==> config.mk <==
export PLATFORM = sky130hd
export DESIGN_NAME = serial_deserializer
export DESIGN_NICKNAME = d
export VERILOG_FILES = /design/src/rtl/deser_pkg.sv /design/src/rtl/deser_bit_counter.sv /design/src/rtl/serial_deserializer.sv
export SDC_FILE = /design/constraint.sdc
export NUM_CORES = 1
export LEC_CHECK = 0
export CAP_MARGIN = 20
export CORE_ASPECT_RATIO = 0.5
export CORE_MARGIN = 3
export CORE_UTILIZATION = 40
export DETAILED_ROUTE_END_ITERATION = 10
export DONT_BUFFER_PORTS = 1
export GPL_TIMING_DRIVEN = 0
export REMOVE_ABC_BUFFERS = 1
export SLEW_MARGIN = 25
export SYNTH_ARGS = -nofsm -noshare
export SYNTH_HDL_FRONTEND = slang
export SYNTH_HIERARCHICAL = 1
export SYNTH_SLANG_ARGS = --single-unit
==> constraint.sdc <==
create_clock -name CLK -period 1.43 [get_ports CLK]
set_clock_uncertainty 0.1 [all_clocks]
set_input_delay 0.2145 -clock CLK [delete_from_list [all_inputs] [get_ports CLK]]
set_output_delay 0.2145 -clock CLK [all_outputs]
set_load 0.02 [all_outputs]
==> src/rtl/deser_pkg.sv <==
`default_nettype none
// ============================================================================
// Module      : deser_pkg
// Description : Shared types and helpers for the serial deserializer: FSM
//               state encoding and the frame-position counter width.
// Revision    : 1.0 - initial release
// ============================================================================
package deser_pkg;

    // Framing state: waiting for the first ALIGN, or streaming words.
    typedef enum logic [0:0] {
        UNLOCKED = 1'b0,
        RUN      = 1'b1
    } deser_state_t;

    // Counter width able to index OUTPUTS_NUM data bits plus a parity bit.
    function automatic int DESER_CNT_W(input int n);
        return $clog2(n + 1);
    endfunction

endpackage
`default_nettype wire

==> src/rtl/deser_bit_counter.sv <==
`default_nettype none
// ============================================================================
// Module      : deser_bit_counter
// Description : Frame-position counter. Loads 1 on (re)align, advances and
//               wraps to 0 after a programmable last index, clears
//               synchronously.
// Revision    : 1.0 - initial release
// ============================================================================
module deser_bit_counter
    import deser_pkg::*;
#(
    parameter int CNT_W = DESER_CNT_W(16)
) (
    input  logic             clk,
    input  logic             rst,
    input  logic             clear,
    input  logic             load_one,
    input  logic             advance,
    input  logic [CNT_W-1:0] last_idx,
    output logic [CNT_W-1:0] cnt
);

    // Position of the next bit to be stored within the current frame.
    always_ff @(posedge clk) begin
        if (rst || clear) begin
            cnt <= '0;
        end else if (load_one) begin
            cnt <= CNT_W'(1);
        end else if (advance) begin
            cnt <= (cnt == last_idx) ? '0 : cnt + 1'b1;
        end
    end

endmodule
`default_nettype wire

==> src/rtl/serial_deserializer.sv <==
`default_nettype none
// ============================================================================
// Module      : serial_deserializer
// Description : Reassembles LSB-first serial words framed by an ALIGN strobe
//               on bit 0 and presents each completed word with a one-cycle
//               PAR_VALID pulse.
//               Optional macro DESER_PARITY_EN appends one even-parity bit to
//               every frame and reports the check on PARITY_ERR.
// Revision    : 1.0 - initial release
// ============================================================================
module serial_deserializer
    import deser_pkg::*;
#(
    parameter int OUTPUTS_NUM = 16
) (
    input  logic                   CLK,
    input  logic                   RESET,
    input  logic                   SERIAL_IN,
    input  logic                   ALIGN,
    output logic [OUTPUTS_NUM-1:0] PAR_OUT,
    output logic                   PAR_VALID,
    output logic                   LOCKED,
    output logic                   PARITY_ERR
);

    localparam int CNT_W = DESER_CNT_W(OUTPUTS_NUM);
`ifdef DESER_PARITY_EN
    localparam int LAST_IDX = OUTPUTS_NUM;
`else
    localparam int LAST_IDX = OUTPUTS_NUM - 1;
`endif
    localparam logic [CNT_W-1:0] LAST_CNT = CNT_W'(LAST_IDX);

    deser_state_t           state;
    deser_state_t           state_next;
    logic [CNT_W-1:0]       cnt;
    logic [OUTPUTS_NUM-1:0] data_q;
    logic [OUTPUTS_NUM-1:0] data_next;
    logic [OUTPUTS_NUM-1:0] word_done;
    logic                   parity_calc;
    logic                   load_one;
    logic                   advance;
    logic                   complete;
    logic                   clear;

    deser_bit_counter #(
        .CNT_W(CNT_W)
    ) u_bit_counter (
        .clk      (CLK),
        .rst      (RESET),
        .clear    (clear),
        .load_one (load_one),
        .advance  (advance),
        .last_idx (LAST_CNT),
        .cnt      (cnt)
    );

    // FSM state register.
    always_ff @(posedge CLK) begin
        if (RESET) begin
            state <= UNLOCKED;
        end else begin
            state <= state_next;
        end
    end

    // Next state and counter controls. Any ALIGN restarts the frame at bit 0,
    // which covers both the normal cnt==0 case and every realign; a word is
    // only emitted when its final bit arrives without an ALIGN.
    always_comb begin
        state_next = state;
        load_one   = 1'b0;
        advance    = 1'b0;
        complete   = 1'b0;
        clear      = 1'b0;
        case (state)
            UNLOCKED: begin
                if (ALIGN) begin
                    load_one   = 1'b1;
                    state_next = RUN;
                end else begin
                    clear = 1'b1;
                end
            end
            RUN: begin
                if (ALIGN) begin
                    load_one = 1'b1;
                end else begin
                    advance  = 1'b1;
                    complete = (cnt == LAST_CNT);
                end
            end
            default: begin
                state_next = UNLOCKED;
            end
        endcase
    end

    // Data bit insertion at the current frame position; the parity position
    // lies beyond the data width and is never stored.
    always_comb begin
        data_next = data_q;
        if (load_one) begin
            data_next[0] = SERIAL_IN;
        end else if (advance) begin
            for (int i = 0; i < OUTPUTS_NUM; i++) begin
                if (cnt == CNT_W'(i)) begin
                    data_next[i] = SERIAL_IN;
                end
            end
        end
    end

`ifdef DESER_PARITY_EN
    // Final bit is the parity bit: the data word is already complete.
    assign word_done   = data_q;
    assign parity_calc = (^data_q) ^ SERIAL_IN;
`else
    // Final bit is the MSB of the data word.
    assign word_done   = data_next;
    assign parity_calc = 1'b0;
`endif

    // Assembly register and output word/strobes.
    always_ff @(posedge CLK) begin
        if (RESET) begin
            data_q     <= '0;
            PAR_OUT    <= '0;
            PAR_VALID  <= 1'b0;
            PARITY_ERR <= 1'b0;
        end else begin
            data_q     <= data_next;
            PAR_VALID  <= complete;
            PARITY_ERR <= complete & parity_calc;
            if (complete) begin
                PAR_OUT <= word_done;
            end
        end
    end

    assign LOCKED = (state == RUN);

endmodule
`default_nettype wire

==> results of run 1 <==
[final cells by class]
| class | instances | area (um^2) | area share [%] |
|---|---|---|---|
| sequential | 38 | 781 | 38.7 |
| inverter | 1 | 3.75 | 0.186 |
| clock inverter | 1 | 5.00 | 0.248 |
| multi-input combinational | 150 | 1030 | 51.1 |
| timing repair buffer | 5 | 41.3 | 2.05 |
| clock buffer | 7 | 86.3 | 4.28 |
| tap | 54 | 67.6 | 3.35 |
[how the worst min path moves through the flow]
stage | end | slack (ns) | depth (start not counted)
final | PAR_OUT[4]$_SDFFE_PP0P_ | -0.12 | 1
after global routing | data_q[2]$_SDFF_PP0_ | -0.13 | 1
after CTS | LOCKED$_SDFF_PP0_ | -0.13 | 1
after detailed placement | PAR_OUT[4]$_SDFFE_PP0P_ | 0.19 | 1
after global placement | PAR_OUT[4]$_SDFFE_PP0P_ | 0.19 | 1
after floorplan | PAR_OUT[10]$_SDFFE_PP0P_ | 0.18 | 1
[layer usage]
metal	wire (um)	vias to the layer above	track usage [%]
met5	0	-	0
met4	55	0	6.62
met3	337	6	4.21
met2	1720	42	24.5
met1	2020	695	20.4
li1	-	721	-
[power groups by stage]
stage               clock network [mW]  logic, mW  registers [mW]
finish                           0.771      0.102            1.08
global route                     0.833      0.112            1.08
CTS                              0.795     0.0866            1.09
detailed placement                   0     0.0810            1.11
global placement                     0     0.0796            1.11
floorplan                            0     0.0692            1.11
[flip-flops by register name (all words and copies together), names as in the netlist]
signal	flops
data_q	15
PAR_VALID	1
u_bit_counter/cnt	5
LOCKED	1
PAR_OUT	16
[cell usage after synthesis, types with 2 or more instances]
cell	n	area share, %
buf_2	6	1.7
nor2_1	6	1.2
nand2_1	3	0.62
nor2b_1	2	0.69
o2111ai_1	3	1.5
nand2b_1	15	5.2
nand3_1	28	7.8
dfxtp_1	38	42
a31oi_1	4	1.4
or2_2	2	0.69
a21oi_1	18	5.0
xor2_1	4	1.9
a31o_2	2	0.97
buf_4	4	1.7
o21ai_0	16	4.4
mux2i_1	13	7.2
nand3b_1	6	2.5
conb_1	2	0.42
clkbuf_1	4	0.83
o211ai_1	2	0.83
nor3_1	2	0.56
[cell families (layout without fill, tap and decap cells)]
logic type,after synthesis,in the layout,synth area share (%)
fa+ha+maj,1,1,0.694
flops,38,38,42.2
simple gates,75,76,25.7
compound gates,49,49,16.1
buf+inv,17,14,4.86
xor+xnor,5,5,2.85
other cells,2,6,0.417
mux,13,13,7.22
[per-stage QoR]
stage	cell area (um^2)	utilization, %	power [mW]
CTS	1980	48.1	1.97
global route	2020	49.1	2.03
finish	2020	49.1	1.95
floorplan	1730	-	1.17
global placement	1800	43.9	1.19
detailed placement	1800	43.9	1.19
[worst reg2reg max path: cells and delay by family, from the launching register on]
family	cells	cell delay, ns
compound gates	2	0.15
flops	1	0.40
simple gates	2	0.58
[timing repair]
item	CTS	global route
gates resized for setup	16	8
buffers inserted	4	1
pin swaps	2	4
endpoints found under the hold margin	21	18
cloned	0	1
endpoints found under the setup margin	37	18
==> results list, run 1 <==
- Setup slack of the most critical reg-to-reg path: just over 0.06 ns
* Count of fill cells added during filler insertion: 410
- The die is 53.5 um tall.
- Worst setup EP type: flop
- The die is about 100 um wide.
- The run finished, with violations left.
- Starting utilization of the core area: 43.9%
- The tree is rooted in a clkbuf_8.
* Synth cell types: 41
- Core outline area: 4100 um^2
- In the routed layout, each cell is associated on average with a via count of between 5 and 6.
- Overflow left after global routing: 0
- Setup violations remaining at the end of the flow were counted as 0.
* RSZ-0062 raised after global routing: true
- The post-route netlist has 16.8% of its cells at a drive strength greater than 1.
* Clk network pwr share: 39.4%
* Class of the tightest hold or removal check: in -> reg
- The longest clock path from root to sink contains 2 buffers.
- Power density cells: 969 nW/um^2
- For the worst flop-to-flop path, the logic depth is 4.
- VDD sags by at most 0.000365 V.
- Number of H-tree levels: 2
* Worst setup slack before clock tree synthesis: -0.778 ns
* Area Overhead vs Synth: 11.8%
- Cell with the largest stage delay on the worst path: dfxtp_4
- Most common cell after layout, fill and taps aside: dfxtp_1
- The detailed router placed 1464 vias in this run.
- In this run the critical register-to-register path is captured at u_bit_counter/cnt[0]$_SDFFE_PP0P_.
* Switching share of total power: between 20% and 30%
* CP Data Arrival Time: 1.43 ns
* Period Utilization, post-route: around 96%
- The number of antenna violations at the first check in global routing is 0.
* Top-level I/O count: 23
- The floorplan has 16 rows.
* List of cells traversed by the critical path: and2b_4 > or3_1 > o211ai_1 > a31oi_1
- The first global-routing pass estimated 6530 um of wire.
- Final GP Congestion: 0.746
* Dpl hpwl: 2300 um
* Switch Pwr: between 0.4 and 0.5 mW
- Part of the total power dissipated in sequential elements: 55.3%
* I/O Buffers: 0
- For the pin with the worst max-slew slack, the measured transition is between 0.5 and 0.6 ns.
* Sort of element at the start of the critical path: flop
- Leaving out fill and tap cells, the most frequent cells in the layout are dfxtp_1 (32), nand3_1 (27), a21oi_1 (18).
* Floorplan die area: ~5400 um^2
* Required arrival time at the worst endpoint: 1.49 ns
- After detailed placement, the design holds a cell count of 242.
* Max Cap Viol: 0
- The checks that failed: negative hold slack.
- Number of gates on the worst path with buffers counted: 4
* Source-to-sink clock delay at the later pin of the worst-skew pair: 0.29 ns
* Reg-to-reg critical path startpoint: LOCKED$_SDFF_PP0_
- The startpoint identified for the worst hold timing path is RESET.
- Leading register cell type out of synthesis: dfxtp_1
- Number of global-route vias before repair: 1370
- Netlist area before placement: between 1500 and 2000 um^2
* GRT Resource Usage Total: 15.7%
- Mean post-synth cell area: 9.01 um^2
* Fmax: 0.731 GHz
- Slew Limit Fails: 0
- Final hold violation count: 19
- Number of flops mapped to enable cells by yosys: 0
- Largest net degree at the start of global routing: 37
- For this design the static power due to leakage is 0.732 nW.
- Synthesis Warnings: 6
* Clock-pin slew on the worst setup and hold paths: 0.07 ns
- Final worst path period need: 1.37 ns
* Category of the critical setup timing path: reg -> reg
- Highest cell delay on the worst timing path: 0.40 ns
- Internal power of the cells: around 1.5 mW
- Share of power burned in combinational logic: 5.2%
- TritonCTS created 5 clock buffers.
- Average wire length per cell after detail routing: 16.1 um
- In this run, the number of DRC markers left after iteration 0 of detailed routing was 86.
* Biggest fanout along the worst timing path: 14
* Sequential share of the synthesized area: 42.2%
- For the final routed database, the setup TNS stands at 0 ns.
- CTS saw 38 sinks.
- TritonCTS built the clock tree.
- Counting both buffers and inverters, the worst setup path holds a total of 0.
- CP endpoint: u_bit_counter/cnt[0]$_SDFFE_PP0P_
* Non-Filler Instances: 256
- Once detail routing completed, the nets flagged for antenna violations numbered 0.
* Count of state elements after synthesis: 38
- The net count of the finished layout is 206.
- Asr flop ratio synth: 0%
- The first detailed-routing pass ran for 4 iterations.
* Smallest setup slack after layout: 0.0615 ns
- Worst Hold Slack: -0.115 ns
- Worst max-slew margin expressed relative to the limit: 64.3%
- In the routed design, unresolved DRC markers number 0.
- In this run the worst setup path begins at LOCKED$_SDFF_PP0_.
- The number of antenna diodes in the final layout is 0.
* Gate count after technology mapping: 200
- Summed over all layers, the routed wires come to just over 4000 um.
- Broken down by cell family, the worst path's largest delay share belongs to simple AND/OR/NAND/NOR gates.
Power figures use the tool's default switching activity.
==> run 2, diff against run 1 <==
--- a/config.mk
+++ b/config.mk
@@ -6,12 +6,16 @@
 export NUM_CORES = 1
 export LEC_CHECK = 0
 export CAP_MARGIN = 20
+export CELL_PAD_IN_SITES_DETAIL_PLACEMENT = 0
+export CELL_PAD_IN_SITES_GLOBAL_PLACEMENT = 1
 export CORE_ASPECT_RATIO = 0.5
 export CORE_MARGIN = 3
 export CORE_UTILIZATION = 40
 export DETAILED_ROUTE_END_ITERATION = 10
 export DONT_BUFFER_PORTS = 1
 export GPL_TIMING_DRIVEN = 0
+export HOLD_SLACK_MARGIN = 0.06
+export PLACE_DENSITY_LB_ADDON = 0.1
 export REMOVE_ABC_BUFFERS = 1
 export SLEW_MARGIN = 25
 export SYNTH_ARGS = -nofsm -noshare
==> results list, run 2 (synthesized netlist as in run 1, its figures left out) <==
- Layout cell share with drive strength beyond 1: 18.4%
* Starting utilization of the core area: 43.9%
- The total area inside the core boundary comes to 4100 um^2.
* Smallest setup slack after layout: 0.0189 ns
* Floorplan die height: 53.5 um
* Footprint of the multi-input gates: between 1000 and 1500 um^2
- Required arrival time at the worst endpoint: 1.54 ns
- The number of antenna violations at the first check in global routing was 0.
- Class of the tightest hold or removal check: in -> reg
* Final worst path period need: 1.41 ns
- In this run the static leakage power is around 0.78 nW.
- Worst Hold Slack: -0.00700 ns
- CTS tree: yes
- For this run, the total global-route usage over all layers was measured as 15.6%.
- The sequential cells in the finished layout cover a total of ~800 um^2.
- The die is 101 um wide.
* Floorplan die area: between 5000 and 6000 um^2
* Average wire length per cell after detail routing: between 15 and 20 um
- Setup violations remaining at the end of the flow were counted as 0.
- Using the TritonRoute via totals, the vias-per-cell ratio works out to 5.62.
* Top-level I/O count: 23
- Sort of element at the start of the critical path: flop
- Detailed placement finished with a half-perimeter wire length of 2300 um.
- The max-slew violation total from the final report came to 0.
* Slew of the pin with the lowest slew margin: ~0.56 ns
- CP Data Arrival Time: roughly 1.5 ns
- Number of flip-flops in the largest register: 16
- Status: finished, violations left
* Biggest fanout along the worst timing path: 7
* Largest net degree at the start of global routing: 35
* Number of H-tree levels: 2
- In this run the core area contains 16 standard-cell rows.
* Number of nets with antenna violations after detailed routing: 0
* Final GP Congestion: between 0.7 and 0.8
- Iter 0 DRT Violations: 64
* Worst Hold End: u_bit_counter/cnt[2]$_SDFFE_PP0P_
- VDD sags by at most 0.000502 V.
- Registers with the most flip-flops: PAR_OUT x16, data_q x15, u_bit_counter/cnt x5
- Worst hold path depth: 3
- Across the run, the number of max-cap violations was 0.
* I/O Buffers: 0
- Clock-pin slew was measured on the worst setup and hold paths at approximately 0.08 ns.
- The final reports fail on negative hold slack.
- The worst hold path begins at ALIGN.
- Source-to-sink clock delay at the later pin of the worst-skew pair: 0.30 ns
- In the routed design, unresolved DRC markers number 0.
* Wire length of the first global-routing pass: 6580 um
* Power density cells: ~1100 nW/um^2
- The startpoint identified for the worst register-to-register timing path is LOCKED$_SDFF_PP0_.
* Number of global-route vias before repair: 1313
- Num CTS Buffers: 5
- The number of antenna diodes in the final layout is 0.
- The final layout contains 210 nets.
* CTS Sinks: 38
- Area Overhead vs Synth: 17.6%
* Setup slack of the most critical reg-to-reg path: 0.02 ns
* Most common cell after layout, fill and taps aside: dfxtp_1
- In this run the tightest slew margin relative to its limit is 62.6%.
- Worst reg2reg path endpoint: u_bit_counter/cnt[3]$_SDFFE_PP0P_
* Setup TNS: 0 ns
- The clock passes through at most 2 buffers.
- Setup repair after global routing could not meet its margin everywhere.
* Category of the critical setup timing path: reg -> reg
- Counting cells, the worst reg-to-reg path comes to 4.
* Worst setup slack before clock tree synthesis: -0.816 ns
* Largest reg by FF count: PAR_OUT
- The routed layout has approximately 1500 vias.
- Period Utilization, post-route: between 90% and 100%
- Overflow left after global routing: 0
* Routed wire length: roughly 4300 um
* Number of iterations in the first detailed-routing pass: 4
* Fmax: approximately 0.71 GHz
- Commonest cells after routing, fill and taps aside: dfxtp_1 (32), nand3_1 (27), a21oi_1 (18)
- Final hold violation count: 1
* Worst setup EP type: flop
- Count of fill cells added during filler insertion: 387
- Clock tree synthesis selected as its root buffer the cell clkbuf_8.
run 2: cell count changes in the layout (fill, tap and decap cells not counted), sizes merged:
cell and delta:
buf +2, bufinv +2, dlygate4sd3 +2, clkbuf -2
run 2: per-stage QoR:
stage               power [mW]  utilization (%)  hold slack (ns)  instance area, um^2  std cells
floorplan                 1.17                -            0.184                 1730        188
global placement          1.19             43.9            0.189                 1800        242
detailed placement        1.19             43.9            0.191                 1800        242
CTS                       2.34             50.0          -0.0154                 2050        256
global route              2.41             51.6         -0.00975                 2120        260
finish                    2.34             51.6         -0.00700                 2120        260
run 2: critical path, stage by stage, from the launching register on:
cell and delay, ns:
dfxtp_4 0.47, nor2_4 0.06, nor3_4 0.32, o2111ai_2 0.19
a31oi_1 0.19
run 2: per-layer routing:
layer | vias up | track usage, % | share of wire (%)
li1 | 732 | - | -
met1 | 696 | 20.7 | 51
met2 | 27 | 24.4 | 43
met3 | 5 | 4.87 | 5.3
met4 | 0 | 4.64 | 0.71
met5 | - | 0 | 0
run 2: how the worst max path moves through the flow:
stage	endpoint	cells after the start	from	slack (ns)
after detailed placement	PAR_OUT[0]$_SDFFE_PP0P_	3	u_bit_counter/cnt[0]$_SDFFE_PP0P_	-0.82
after global routing	u_bit_counter/cnt[3]$_SDFFE_PP0P_	4	LOCKED$_SDFF_PP0_	-0.05
after floorplan	PAR_OUT[0]$_SDFFE_PP0P_	3	u_bit_counter/cnt[0]$_SDFFE_PP0P_	-0.18
final	u_bit_counter/cnt[3]$_SDFFE_PP0P_	4	LOCKED$_SDFF_PP0_	0.02
after global placement	PAR_OUT[0]$_SDFFE_PP0P_	3	u_bit_counter/cnt[0]$_SDFFE_PP0P_	-0.82
after CTS	data_q[14]$_SDFF_PP0_	3	u_bit_counter/cnt[2]$_SDFFE_PP0P_	0.005
run 2: area by class of cell:
type,count,area share [%]
multi-input combinational,150,49.1
sequential,38,36.8
timing repair buffer,9,4.19
clock buffer,5,3.25
clock inverter,3,3.25
tap,54,3.19
inverter,1,0.177
run 2: power breakdown:
part	switching, mW	internal [mW]
registers	0.0238	1.06
clock network	0.430	0.700
logic	0.0730	0.0570
total	0.527	1.82
run 2: repair_timing:
action | in CTS | in global routing
setup endpoints to repair | 37 | 14
pin swaps | 2 | 4
buffers inserted | 4 | 2
gates resized for setup | 17 | 7
cloned | 0 | 1
endpoints found under the hold margin | 37 | 6
hold buffers | 2 | 1
